File: config.mk
export PLATFORM = sky130hd
export DESIGN_NAME = miriscv_alu_arb
export DESIGN_NICKNAME = d
export VERILOG_FILES = /design/src/rtl/miriscv_alu_pkg.sv /design/src/rtl/miriscv_pkg.sv /design/src/rtl/miriscv_alu_arb_rsp_buf.sv /design/src/rtl/miriscv_alu_arb.sv
export SDC_FILE = /design/constraint.sdc
export NUM_CORES = 1
export LEC_CHECK = 0
export ABC_AREA = 1
export CAP_MARGIN = 20
export CORE_ASPECT_RATIO = 0.5
export CORE_MARGIN = 4
export CORE_UTILIZATION = 33
export CTS_CLUSTER_DIAMETER = 120
export DETAILED_ROUTE_END_ITERATION = 8
export PLACE_DENSITY = 0.89
export SYNTH_ARGS = -nofsm -noshare
export SYNTH_HDL_FRONTEND = slang
export SYNTH_HIERARCHICAL = 1
export SYNTH_SLANG_ARGS = --single-unit
File: constraint.sdc
create_clock -name clk_i -period 1.95 [get_ports clk_i]
set_input_delay 0.39 -clock clk_i [delete_from_list [all_inputs] [get_ports clk_i]]
set_output_delay 0.39 -clock clk_i [all_outputs]
set_load 0.03 [all_outputs]
File: src/rtl/miriscv_alu_pkg.sv
// miriscv_alu_pkg: ALU opcode encodings and ALU arbiter port typedefs.
package miriscv_alu_pkg;
  localparam int ALU_OPW = 4;
  localparam logic [ALU_OPW-1:0] ALU_ADD  = 4'd0;
  localparam logic [ALU_OPW-1:0] ALU_SLL  = 4'd1;
  localparam logic [ALU_OPW-1:0] ALU_SLT  = 4'd2;
  localparam logic [ALU_OPW-1:0] ALU_SLTU = 4'd3;
  localparam logic [ALU_OPW-1:0] ALU_XOR  = 4'd4;
  localparam logic [ALU_OPW-1:0] ALU_SRL  = 4'd5;
  localparam logic [ALU_OPW-1:0] ALU_OR   = 4'd6;
  localparam logic [ALU_OPW-1:0] ALU_AND  = 4'd7;
  localparam logic [ALU_OPW-1:0] ALU_SUB  = 4'd8;
  localparam logic [ALU_OPW-1:0] ALU_SRA  = 4'd13;
  localparam int ALU_ARB_PORTS = 2;
  typedef logic [$clog2(ALU_ARB_PORTS)-1:0] alu_arb_port_t;
endpackage

File: src/rtl/miriscv_pkg.sv
// miriscv_pkg: core-wide parameters shared by the miriscv blocks.
package miriscv_pkg;
  localparam int XLEN = 32;
endpackage

File: src/rtl/miriscv_alu_arb_rsp_buf.sv
// miriscv_alu_arb_rsp_buf: one-entry response buffer; a load in the same cycle as a drain refills without a bubble.
module miriscv_alu_arb_rsp_buf #(
  parameter int XLEN = miriscv_pkg::XLEN
) (
  input  logic            clk_i,
  input  logic            arst_i,
  input  logic            load_i,
  input  logic            drain_i,
  input  logic [XLEN-1:0] data_i,
  output logic            valid_o,
  output logic [XLEN-1:0] data_o
);
  logic            valid_q, valid_d;
  logic [XLEN-1:0] data_q, data_d;
  always_comb begin
    valid_d = load_i | (valid_q & ~drain_i);
    data_d  = load_i ? data_i : data_q;
  end
  always_ff @(posedge clk_i or posedge arst_i) begin
    if (arst_i) begin
      valid_q <= 1'b0;
      data_q  <= '0;
    end else begin
      valid_q <= valid_d;
      data_q  <= data_d;
    end
  end
  assign valid_o = valid_q;
  assign data_o  = data_q;
endmodule

File: src/rtl/miriscv_alu_arb.sv
// miriscv_alu_arb: shares one external ALU between two requesters with 1-cycle buffered responses.
// Define MIRISCV_ALU_ARB_RR_EN for round-robin arbitration; otherwise port 0 has fixed priority.
module miriscv_alu_arb
  import miriscv_alu_pkg::*;
#(
  parameter int XLEN = miriscv_pkg::XLEN,
  parameter int OPW  = 4
) (
  input  logic                                   clk_i,
  input  logic                                   arst_i,
  input  logic [ALU_ARB_PORTS-1:0]               req_valid_i,
  output logic [ALU_ARB_PORTS-1:0]               req_ready_o,
  input  logic [ALU_ARB_PORTS-1:0][XLEN-1:0]     req_a_i,
  input  logic [ALU_ARB_PORTS-1:0][XLEN-1:0]     req_b_i,
  input  logic [ALU_ARB_PORTS-1:0][OPW-1:0]      req_op_i,
  output logic [ALU_ARB_PORTS-1:0]               rsp_valid_o,
  input  logic [ALU_ARB_PORTS-1:0]               rsp_ready_i,
  output logic [ALU_ARB_PORTS-1:0][XLEN-1:0]     rsp_result_o,
  output logic [XLEN-1:0]                        alu_port_a_o,
  output logic [XLEN-1:0]                        alu_port_b_o,
  output logic [OPW-1:0]                         alu_op_o,
  input  logic [XLEN-1:0]                        alu_result_i,
  output logic                                   busy_o
);
  logic [ALU_ARB_PORTS-1:0] elig, grant;
  alu_arb_port_t            sel;
  // A buffer being drained this cycle can accept its replacement immediately.
  assign elig = req_valid_i & (~rsp_valid_o | rsp_ready_i);
`ifdef MIRISCV_ALU_ARB_RR_EN
  alu_arb_port_t last_q, last_d;
  always_comb begin
    grant  = (&elig) ? {~last_q, last_q} : elig;
    last_d = (|grant) ? alu_arb_port_t'(grant[1]) : last_q;
  end
  always_ff @(posedge clk_i or posedge arst_i) begin
    if (arst_i) last_q <= 1'b1;
    else        last_q <= last_d;
  end
`else
  always_comb grant = elig[0] ? 2'b01 : elig;
`endif
  always_comb begin
    sel          = alu_arb_port_t'(grant[1]);
    alu_port_a_o = (|grant) ? req_a_i[sel]  : '0;
    alu_port_b_o = (|grant) ? req_b_i[sel]  : '0;
    alu_op_o     = (|grant) ? req_op_i[sel] : '0;
  end
  assign req_ready_o = grant;
  assign busy_o      = |rsp_valid_o;
  for (genvar p = 0; p < ALU_ARB_PORTS; p++) begin : g_buf
    miriscv_alu_arb_rsp_buf #(.XLEN(XLEN)) u_buf (
      .clk_i   (clk_i),
      .arst_i  (arst_i),
      .load_i  (grant[p]),
      .drain_i (rsp_ready_i[p]),
      .data_i  (alu_result_i),
      .valid_o (rsp_valid_o[p]),
      .data_o  (rsp_result_o[p])
    );
  end
endmodule

==> impl_metrics.sql <==
INSERT INTO impl_metrics (metric_group, metric, value, unit) VALUES
('run_status', 'outcome', 'complete, but fails checks', ''),
('run_status', 'failed_checks', 'negative setup slack', ''),
('sta', 'fin_crit_sh', '104', '%'),
('yosys', 'post_synth_num_cell_types', '15', ''),
('sta', 'postLayoutSetupSlackWorst', '-0.0867', 'ns'),
('power_and_ir_drop', 'power.total', '6.51', 'mW'),
('yosys', 'netlist_area', '3690', 'µm²'),
('placement', 'finalWeightedCongestion', '0.817', ''),
('floorplan', 'die_h', '82.8', 'µm'),
('global_routing', 'initial_antenna_violation_count', '0', ''),
('setup_path', 'timing.setup.critical_path_class', 'flop to output pin', ''),
('floorplan', 'start_util', '35.0', '%'),
('yosys', 'yosys-mux-area-fraction', '0', '%'),
('setup_path', 'worst_setup_path_start_kind', 'flop', ''),
('setup_path', 'worst-endpoint-required', '1.56', 'ns'),
('floorplan', 'dieArea', '13000', 'µm²'),
('power_and_ir_drop', 'p_sw', '2.40', 'mW'),
('power_and_ir_drop', 'p_comb_share', '46.9', '%'),
('cts', 'root_buffer', 'sky130_fd_sc_hd__clkbuf_16', ''),
('cts', 'worstSkewPairLatency', '0.32', 'ns'),
('route', 'met2WireLength', '11200', 'µm'),
('sta', 'fin_skew', '0.00495', 'ns'),
('route', 'routed-wl-met3', '1690', 'µm'),
('route', 'maxUsedRoutingLayer', 'met4', ''),
('cts', 'cts_tree', 'done', ''),
('yosys', 'synthSimpleGateAreaFrac', '44.8', '%'),
('cells_and_area', 'nets', '1017', ''),
('power_and_ir_drop', 'ir_drop', '0.000609', 'V'),
('floorplan', 'horizontal_extent_of_the_die', '158', 'µm'),
('yosys', 'synth_fa_ha_area_share', '0', '%'),
('yosys', 'synthesized_netlist_net_count', '690', ''),
('power_and_ir_drop', 'power_leakage', '3.95', 'nW'),
('route', 'antenna_violating_nets_post_route', '0', ''),
('sta', 'tightestPinTransition', '0.451', 'ns'),
('floorplan', 'rows', '26', ''),
('floorplan', 'core_area', '10500', 'µm²'),
('placement', 'place.detailed.hpwl', '12500', 'µm'),
('setup_path', 'arrival', '1.65', 'ns'),
('global_routing', 'grt_max_degree', '36', ''),
('cells_and_area', 'area_growth', '125', '%'),
('sta', 'timing.final.setup_violations', '69', ''),
('cells_and_area', 'final_layout_size_suffix_gt1_share', '29.4', '%'),
('sta', 'timing.fmax', '0.491', 'GHz'),
('route', 'detail_route.wl_per_cell', '21.6', 'µm'),
('yosys', 'synth_cells', '516', ''),
('floorplan', 'floorplan.io_pins', '311', ''),
('cts', 'h-tree-depth', '3', ''),
('yosys', 'synth_seq_area_share', '44.7', '%'),
('power_and_ir_drop', 'cellPowerDensity', '782', 'nW/µm²'),
('setup_path', 'timing.critical_path.to_type', 'output pin', ''),
('global_routing', 'first_pass_grt_wire_length', '28200', 'µm'),
('cts', 'cts.hold.buffers_added', '0', ''),
('route', 'routed-via-count', '5142', ''),
('cts', 'cts-root-to-sink-buffers', '2', ''),
('worst_hold_path', 'worst_hold_path_class', 'input port to async pin', ''),
('run', 'maximum_capacitance_violations', '0', ''),
('sta', 'worst_slew_margin_rel', '69.9', '%'),
('cells_and_area', 'seq_area', '1650', 'µm²'),
('yosys', 'synth_xor_xnor_area_share', '0', '%'),
('power_and_ir_drop', 'sequential_cell_fraction_of_total_power', '26.7', '%'),
('sta', 'final-max-slew-violation-count', '0', ''),
('power_and_ir_drop', 'internal-power', '4.11', 'mW'),
('yosys', 'synth_warn', '6', ''),
('sta', 'timing.final.hold_violations', '0', ''),
('route', 'detail_route.first_pass.iterations', '5', ''),
('power_and_ir_drop', 'power_switching_share', '36.8', '%'),
('cts', 'cts_inserted_buffers', '9', ''),
('global_routing', 'vias_in_the_first_global_route', '5156', ''),
('sta', 'grt_setup_unrepaired', 'yes', ''),
('cts', 'cts.clk_slew.worst_paths', '0.05', 'ns'),
('global_routing', 'grt_use_total', '28.6', '%');
[per-stage QoR]
step / instance area, µm² / cells / setup TNS (ns) / util [%] / hold slack [ns]
floorplan: 3690 / 516 / 0 / - / 0.502
global placement: 6640 / 944 / -14.82 / 63.0 / 0.453
finish: 8320 / 990 / -3.23 / 78.9 / 0.447
global route: 8320 / 988 / -6.75 / 78.9 / 0.471
detailed placement: 6640 / 944 / -17.49 / 63.0 / 0.458
CTS: 7900 / 987 / -1.78 / 74.9 / 0.424
[registers in the layout, indices dropped and copies added (netlist names)]
signal,flops
g_buf.u_buf/data_o,64
g_buf.u_buf/valid_o,2
[cell usage after synthesis, drive strengths merged]
library cell	n	area [µm²]
nand2	334	1300
nand3	68	340
a21oi	1	16.3
and2	1	6.26
dfrtp	66	1650
or2	1	6.26
clkbuf	6	82.6
buf	29	235
inv	10	52.6
[repair_timing]
action	4_1_cts	5_1_grt
cloned	12	3
endpoints found under the setup margin	71	71
gates resized for setup	137	90
buffers inserted	15	1
pin swaps	23	47
[cells in the final DEF, fill, tap and decap left out]
cell type,synthesis,routed
sky130_fd_sc_hd__buf_16,0,12
sky130_fd_sc_hd__dlygate4sd2_1,0,5
sky130_fd_sc_hd__nand2_2,19,65
sky130_fd_sc_hd__clkinvlp_4,0,2
sky130_fd_sc_hd__clkinv_8,0,1
sky130_fd_sc_hd__clkbuf_1,0,2
sky130_fd_sc_hd__clkbuf_8,6,1
sky130_fd_sc_hd__nand2_4,0,2
sky130_fd_sc_hd__inv_1,7,5
sky130_fd_sc_hd__clkdlybuf4s50_1,0,233
sky130_fd_sc_hd__diode_2,0,2
sky130_fd_sc_hd__a21oi_4,1,1
sky130_fd_sc_hd__buf_4,4,12
sky130_fd_sc_hd__dfrtp_1,66,66
sky130_fd_sc_hd__nand3_2,0,28
sky130_fd_sc_hd__nand2_1,315,267
sky130_fd_sc_hd__dlymetal6s2s_1,0,1
sky130_fd_sc_hd__buf_6,8,75
sky130_fd_sc_hd__clkbuf_16,0,11
sky130_fd_sc_hd__nand3_4,0,20
sky130_fd_sc_hd__and2_4,0,1
sky130_fd_sc_hd__nand3_1,68,20
sky130_fd_sc_hd__bufinv_16,0,2
sky130_fd_sc_hd__inv_8,2,2
sky130_fd_sc_hd__clkbuf_2,0,1
sky130_fd_sc_hd__buf_12,2,10
sky130_fd_sc_hd__or2_2,1,1
sky130_fd_sc_hd__inv_2,1,2
[power by group through the flow]
| stage | combinational, mW | sequential (mW) | clock, mW |
|---|---|---|---|
| 3_5_place_dp | 2.48 | 1.75 | 0 |
| 6_report | 3.05 | 1.74 | 1.72 |
| 2_1_floorplan | 0.856 | 2.18 | 0 |
| 5_1_grt | 3.18 | 1.76 | 1.83 |
| 3_3_place_gp | 2.43 | 1.74 | 0 |
| 4_1_cts | 2.87 | 1.73 | 1.75 |
[logic make-up after synthesis]
kind of cell | Yosys count
buf+inv | 45
flops | 66
simple gates | 404
compound gates | 1
[metal layers]
| layer | vias up | track usage [%] |
|---|---|---|
| li1 | 2257 | - |
| met2 | 324 | 52.6 |
| met1 | 2469 | 31.6 |
| met4 | 0 | 13.0 |
| met5 | - | 0 |
| met3 | 92 | 7.82 |
[cell type report]
cell class	count	area share [%]
diodes	2	0.0602
clock buffers	12	2.96
clock inverters	4	0.902
inverters	10	0.782
multi-input cells	405	26.4
flip-flops and latches	66	19.8
well taps	140	2.11
repair buffers	351	47.0
[worst paths after layout]
path	startpoint	endpoint	cells past startpoint	slack, ns
max	g_buf[0].u_buf/valid_o	alu_port_b_o[1]	7	-0.09
min	arst_i	g_buf[1].u_buf/data_o[30]	2	0.45
max reg2reg	g_buf[0].u_buf/valid_o	g_buf[1].u_buf/data_o[10]	8	0.17
min reg2reg	g_buf[1].u_buf/data_o[0]	g_buf[1].u_buf/data_o[0]	2	0.47
max in group asynchronous	arst_i	g_buf[1].u_buf/valid_o	3	1.01
min in group clk_i	g_buf[1].u_buf/data_o[0]	g_buf[1].u_buf/data_o[0]	2	0.47
[critical path, cell delays in order, from the launching register on]
cell,delay [ns]
sky130_fd_sc_hd__dfrtp_1,0.39
sky130_fd_sc_hd__nand2_2,0.10
sky130_fd_sc_hd__nand2_4,0.13
sky130_fd_sc_hd__buf_6,0.14
sky130_fd_sc_hd__clkbuf_16,0.21
sky130_fd_sc_hd__nand3_1,0.13
sky130_fd_sc_hd__nand2_2,0.09
sky130_fd_sc_hd__buf_6,0.13
Power figures use the tool's default switching activity.
